**config.mk**
```make
export PLATFORM = sky130hd
export DESIGN_NAME = alu_issue_stage
export DESIGN_NICKNAME = d
export VERILOG_FILES = /design/src/rtl/alu_issue_stage.sv
export SDC_FILE = /design/constraint.sdc
export NUM_CORES = 1
export LEC_CHECK = 0
export CELL_PAD_IN_SITES_DETAIL_PLACEMENT = 0
export CELL_PAD_IN_SITES_GLOBAL_PLACEMENT = 2
export CORE_UTILIZATION = 23
export DETAILED_ROUTE_END_ITERATION = 16
export GPL_ROUTABILITY_DRIVEN = 1
export PLACE_DENSITY_LB_ADDON = 0.1
export SLEW_MARGIN = 10
export SYNTH_ARGS = -nofsm -noshare
export SYNTH_HDL_FRONTEND = slang
export SYNTH_SLANG_ARGS = --single-unit
```
**constraint.sdc**
```tcl
create_clock -name clk -period 2.38 [get_ports clk]
set_input_delay 0.238 -clock clk [delete_from_list [all_inputs] [get_ports clk]]
set_output_delay 0.238 -clock clk [all_outputs]
set_load 0.005 [all_outputs]
```
**src/rtl/alu_issue_stage.sv**
```systemverilog
// ALU issue stage: decodes RV64 base ALU, branch and Zba ops into the
// execute-stage ALU controls behind a valid/ready ID/EX register.
package alu_issue_pkg;

  localparam logic [3:0] ALU_ADD    = 4'b0000;
  localparam logic [3:0] ALU_SUB    = 4'b0001;
  localparam logic [3:0] ALU_AND    = 4'b0010;
  localparam logic [3:0] ALU_OR     = 4'b0011;
  localparam logic [3:0] ALU_SLT    = 4'b0100;
  localparam logic [3:0] ALU_XOR    = 4'b0101;
  localparam logic [3:0] ALU_SH1ADD = 4'b1000;
  localparam logic [3:0] ALU_SH2ADD = 4'b1001;
  localparam logic [3:0] ALU_SH3ADD = 4'b1010;
  localparam logic [3:0] ALU_ADDUW  = 4'b1011;

  localparam logic [6:0] OPC_OP     = 7'b0110011;
  localparam logic [6:0] OPC_OP32   = 7'b0111011;
  localparam logic [6:0] OPC_OPIMM  = 7'b0010011;
  localparam logic [6:0] OPC_BRANCH = 7'b1100011;

  typedef struct packed {
    logic [63:0] srcA;
    logic [63:0] srcB;
    logic [3:0]  aluCtl;
    logic [2:0]  funct3;
    logic [4:0]  rd;
    logic        regWrite;
    logic        branch;
    logic        illegal;
  } id_ex_t;

endpackage

module alu_issue_stage
  import alu_issue_pkg::*;
#(
  parameter int CNT_W = 16
) (
  input  logic             clk,
  input  logic             rst_n,
  input  logic [31:0]      InstrD,
  input  logic [63:0]      RD1D,
  input  logic [63:0]      RD2D,
  input  logic             ValidD,
  output logic             ReadyD,
  input  logic             FlushE,
  output logic             ValidE,
  input  logic             ReadyE,
  output logic [63:0]      SrcAE,
  output logic [63:0]      SrcBE,
  output logic [3:0]       ALUControlE,
  output logic [2:0]       funct3E,
  output logic [4:0]       RdE,
  output logic             RegWriteE,
  output logic             BranchE,
  output logic             IllegalE,
  output logic [CNT_W-1:0] ZbaCountE
);

  logic [6:0] opcode;
  logic [2:0] f3;
  logic [6:0] f7;
  logic       isOp;
  logic       isOp32;
  logic       isImm;
  logic       isBr;
  logic       legal;
  logic [3:0] aluSel;
  logic       isZba;
  logic       accept;
  id_ex_t     dec;
  id_ex_t     exReg;
  logic       validReg;
  logic [CNT_W-1:0] zbaCnt;

  assign opcode = InstrD[6:0];
  assign f3     = InstrD[14:12];
  assign f7     = InstrD[31:25];
  assign isOp   = (opcode == OPC_OP);
  assign isOp32 = (opcode == OPC_OP32);
  assign isImm  = (opcode == OPC_OPIMM);
  assign isBr   = (opcode == OPC_BRANCH);

  // Select ALU code and legality from opcode/funct fields
  always_comb begin
    legal  = 1'b0;
    aluSel = ALU_ADD;
    unique case (1'b1)
      isOp: begin
        unique case ({f7, f3})
          {7'h00, 3'b000}: begin legal = 1'b1; aluSel = ALU_ADD;    end
          {7'h00, 3'b010}: begin legal = 1'b1; aluSel = ALU_SLT;    end
          {7'h00, 3'b100}: begin legal = 1'b1; aluSel = ALU_XOR;    end
          {7'h00, 3'b110}: begin legal = 1'b1; aluSel = ALU_OR;     end
          {7'h00, 3'b111}: begin legal = 1'b1; aluSel = ALU_AND;    end
          {7'h20, 3'b000}: begin legal = 1'b1; aluSel = ALU_SUB;    end
          {7'h10, 3'b010}: begin legal = 1'b1; aluSel = ALU_SH1ADD; end
          {7'h10, 3'b100}: begin legal = 1'b1; aluSel = ALU_SH2ADD; end
          {7'h10, 3'b110}: begin legal = 1'b1; aluSel = ALU_SH3ADD; end
          default: ;
        endcase
      end
      isOp32: begin
        if ({f7, f3} == {7'h04, 3'b000}) begin
          legal  = 1'b1;
          aluSel = ALU_ADDUW;
        end
      end
      isImm: begin
        unique case (f3)
          3'b000: begin legal = 1'b1; aluSel = ALU_ADD; end
          3'b010: begin legal = 1'b1; aluSel = ALU_SLT; end
          3'b100: begin legal = 1'b1; aluSel = ALU_XOR; end
          3'b110: begin legal = 1'b1; aluSel = ALU_OR;  end
          3'b111: begin legal = 1'b1; aluSel = ALU_AND; end
          default: ;
        endcase
      end
      isBr: begin
        unique case (f3)
          3'b000, 3'b001, 3'b100, 3'b101: begin
            legal  = 1'b1;
            aluSel = ALU_SUB;
          end
          default: ;
        endcase
      end
      default: ;
    endcase
  end

  // Build the ID/EX payload; illegal ops keep reg-reg operands
  always_comb begin
    dec          = '0;
    dec.srcA     = RD1D;
    dec.srcB     = (legal && isImm) ?
                   {{52{InstrD[31]}}, InstrD[31:20]} : RD2D;
    dec.aluCtl   = aluSel;
    dec.funct3   = (legal && isBr) ? f3 : 3'b010;
    dec.rd       = InstrD[11:7];
    dec.regWrite = legal && !isBr;
    dec.branch   = legal && isBr;
    dec.illegal  = !legal;
  end

  assign isZba  = legal && aluSel[3];
  assign ReadyD = !validReg || ReadyE;
  assign accept = ValidD && ReadyD && !FlushE;

  // Valid bit: flush wins, then accept, then drain on ReadyE
  always_ff @(posedge clk or negedge rst_n) begin
    if (!rst_n) begin
      validReg <= 1'b0;
    end else if (FlushE) begin
      validReg <= 1'b0;
    end else if (accept) begin
      validReg <= 1'b1;
    end else if (ReadyE) begin
      validReg <= 1'b0;
    end
  end

  // Payload only moves on accept so stalls and drains hold it
  always_ff @(posedge clk or negedge rst_n) begin
    if (!rst_n) begin
      exReg        <= '0;
      exReg.funct3 <= 3'b010;
    end else if (accept) begin
      exReg <= dec;
    end
  end

  // Saturating count of accepted Zba ops
  always_ff @(posedge clk or negedge rst_n) begin
    if (!rst_n) begin
      zbaCnt <= '0;
    end else if (accept && isZba && (zbaCnt != '1)) begin
      zbaCnt <= zbaCnt + 1'b1;
    end
  end

  assign ValidE      = validReg;
  assign SrcAE       = exReg.srcA;
  assign SrcBE       = exReg.srcB;
  assign ALUControlE = exReg.aluCtl;
  assign funct3E     = exReg.funct3;
  assign RdE         = exReg.rd;
  assign RegWriteE   = exReg.regWrite;
  assign BranchE     = exReg.branch;
  assign IllegalE    = exReg.illegal;
  assign ZbaCountE   = zbaCnt;

endmodule

```
==> impl_metrics.env <==
export IMPL_status="finished clean"
export IMPL_hold_depth=3
export IMPL_finalClockSkew_ns=0.00952
export IMPL_cts_buffer_depth=2
export IMPL_power_sequential_fraction=0.429
export IMPL_clk_latency_ns=0.42
export IMPL_fp_dieW_um=174
export IMPL_r2r_cells=6
export IMPL_drtIter0Drc=213
export IMPL_cp_required_ns=2.73
export IMPL_synth_async_reset_ratio=1.00
export IMPL_wl_um=24300
export IMPL_path_max_fanout=11
export IMPL_p_clk_frac=0.362
export IMPL_synth_edf_count=0
export IMPL_drtAntennaViolNets=0
export IMPL_setup_violations=0
export IMPL_synth_ff_type="dfrtp_1"
export IMPL_syn_num_nets=908
export IMPL_cts_made_buffers=17
export IMPL_grt_use_total=0.161
export IMPL_wl_per_cell_um=16.5
export IMPL_comb_power_share=0.209
export IMPL_gp_congestion=0.748
export IMPL_drcViolationCount=0
export IMPL_yosysMostFrequentCell="nand2_1"
export IMPL_total_leakage_power_nw=5.07
export IMPL_crit_path_start_kind="flip-flop"
export IMPL_end_kind="flip-flop"
export IMPL_peakVddDrop_mv=0.355
export IMPL_dpl_hpwl_um=17300
export IMPL_dp_slack_ns=-0.0238
export IMPL_critPathSlowestCell="nor3b_2"
export IMPL_netlist_cell_type_count=53
export IMPL_synth_area_leaders="dfrtp_1 (58%), nand2_1 (16%), o21ai_0 (4.6%), a21oi_1 (4.0%), clkbuf_1 (2.0%)"
export IMPL_antenna_found_initial=2
export IMPL_p_sw_w=0.00201
export IMPL_slew_headroom=0.599
export IMPL_switching_share=0.268
export IMPL_postSynthCellCount=742
export IMPL_cts_hold_buf=1
export IMPL_syn_area_um2=6840
export IMPL_die_area_um2=30400
export IMPL_synth_seq_area_share=0.586
export IMPL_cts_setup_buffers=0
export IMPL_crit_arrival_ns=2.36
export IMPL_design_core_area_um2=29000
export IMPL_path_class="reg2reg"
export IMPL_grt_setup_unrepaired="no"
export IMPL_drive_above_1_share=0.0874
export IMPL_fillers=2954
export IMPL_grt_overflow_total=0
export IMPL_multi_input_area_um2=2640
export IMPL_r2r_slack_ns=0.36
export IMPL_maxClockFrequency_mhz=496
export IMPL_critPathMaxStageDelay_ns=0.40
export IMPL_finalHoldViolCount=0
export IMPL_crit_path_cell_trace="nor2b_1 -> nor3b_2 -> o21ai_2 -> buf_4 -> nor4_2 -> xor2_1"
export IMPL_dieHeight_um=174
export IMPL_vias=6276
export IMPL_yosysTopAreaCell="dfrtp_1"
export IMPL_finalCriticalPeriod_ns=2.02
export IMPL_rr_endpoint="ZbaCountE[9]"
export IMPL_start_util=0.236
export IMPL_maxCapViolations=0
export IMPL_worstHoldPathType="in2reg"
export IMPL_cts_root_buf="clkbuf_16"
export IMPL_portBuffers=320
export IMPL_first_pass_iters=4
export IMPL_clk_pin_slew_ns=0.07
export IMPL_grt_start_max_net_pins=64
export IMPL_synth_top_cell_area_share=0.582
export IMPL_synthTopCellsByCount="nand2_1 (293), dfrtp_1 (159), o21ai_0 (63), a21oi_1 (54), clkbuf_1 (36)"
export IMPL_min_to="SrcAE[35]"
export IMPL_tightest_slew_ns=0.601
export IMPL_nets=1240
export IMPL_regArea_um2=4010
export IMPL_area_growth_pct=65.7
export IMPL_p_int_w=0.00549
export IMPL_r2r_start="ValidE"
export IMPL_grt_pass1_wl_um=38000
export IMPL_clkSinkCount=160
export IMPL_vias_per_cell=4.26
export IMPL_final_core_util=0.391
export IMPL_fin_crit_sh=0.847
export IMPL_fin_ws_ns=0.365
export IMPL_grt_pass1_vias=6403
export IMPL_post_synth_cell_area_avg_um2=9.22
export IMPL_slew_viol_final=0
export IMPL_rows=62
export IMPL_ys_seq_elements=160
export IMPL_cts_resized=0
export IMPL_hold_start="RD1D[35]"
export IMPL_cts_tree="built"
export IMPL_p_per_area_nw_per_um2=662
export IMPL_yosysWarnings=0
export IMPL_num_io_pins=326
export IMPL_h_tree_depth=4
## logic make-up (layout without fill, tap and decap cells)
logic type,count (synthesis),count (layout),share of synthesized area
buffers and inverters,50,395,0.0300
adder cells (fa/ha/maj),1,1,0.00183
AND/OR/NAND/NOR,361,361,0.231
AO/OA/AOI/OAI,142,142,0.113
XOR/XNOR,14,14,0.0179
other,0,1,0
flip-flops,160,160,0.586
multiplexers,14,14,0.0209
## cell usage in the layout, fill, tap and decap left out, drive strengths merged, types with 2 or more instances in the layout
cell           instances
or2                    3
o211ai                 2
nor3b                  3
xor2                  13
buf                   39
nand3                  7
nand2                293
or3                    2
dfrtp                159
o21ai                 73
nor2                  11
mux2i                 12
mux2                   2
a21oi                 54
nor4                  10
nand3b                 3
clkdlybuf4s50        319
clkinv                 4
nor3                  11
inv                    9
clkbuf                19
nand4                  7
or4                    2
and3                   3
clkinvlp               3
## per-stage QoR
step           hold WS, ns  cells  total power [W]  TNS (ns)  area, um2
2_1_floorplan      -0.0576    742          0.00365         0       6840
3_3_place_gp         0.275   1438          0.00486   -0.0122      10800
3_5_place_dp         0.273   1438          0.00486   -0.0519      10800
4_1_cts              0.308   1471          0.00766         0      11300
5_1_grt              0.332   1471          0.00792         0      11300
6_report             0.335   1472          0.00750         0      11300
## layout make-up
class / count / area share
Timing Repair Buffer: 359 / 0.320
Sequential cell: 160 / 0.353
Antenna cell: 1 / 0.000221
Multi-Input combinational cell: 532 / 0.233
Tap cell: 384 / 0.0424
Inverter: 4 / 0.00133
Clock buffer: 19 / 0.0382
Clock inverter: 13 / 0.0115
## critical path, delay by kind of cell, from the launching register on
family          cells  cell delay [ns]
compound gates      1             0.30
xor+xnor            1             0.17
simple gates        3             0.85
flops               1             0.38
buf+inv             1             0.25
## power groups by stage
stage / combinational [W] / sequential (W) / clock (W)
2_1_floorplan: 0.000357 / 0.00330 / 0
3_3_place_gp: 0.00160 / 0.00326 / 0
3_5_place_dp: 0.00160 / 0.00327 / 0
4_1_cts: 0.00160 / 0.00322 / 0.00283
5_1_grt: 0.00172 / 0.00327 / 0.00293
6_report: 0.00156 / 0.00322 / 0.00272
## how the worst max path moves through the flow
stage               start             to  slack, ns  cells after the start
3_3_place_gp   InstrD[26]   ZbaCountE[1]      -0.01                      6
2_1_floorplan      ValidE   ZbaCountE[1]       0.52                      6
4_1_cts            ValidE   ZbaCountE[9]       0.32                      6
3_5_place_dp   InstrD[28]   ZbaCountE[1]      -0.02                      6
6_report           ValidE   ZbaCountE[9]       0.36                      6
5_1_grt            ValidE  ZbaCountE[11]       0.20                      6
## registers in the layout (all words and copies together) (netlist names)
register	count
RegWriteE	1
BranchE	1
ZbaCountE	16
IllegalE	1
ValidE	1
SrcBE	64
funct3E	3
SrcAE	64
ALUControlE	4
RdE	5
## per-layer routing
metal	global-route usage	up-vias	share of wire
met3	0.0549	14	0.079
met5	0	-	0.00053
met2	0.254	209	0.46
met1	0.210	2938	0.46
met4	0.0424	2	0.0089
li1	-	3113	-
Power figures use the tool's default switching activity.
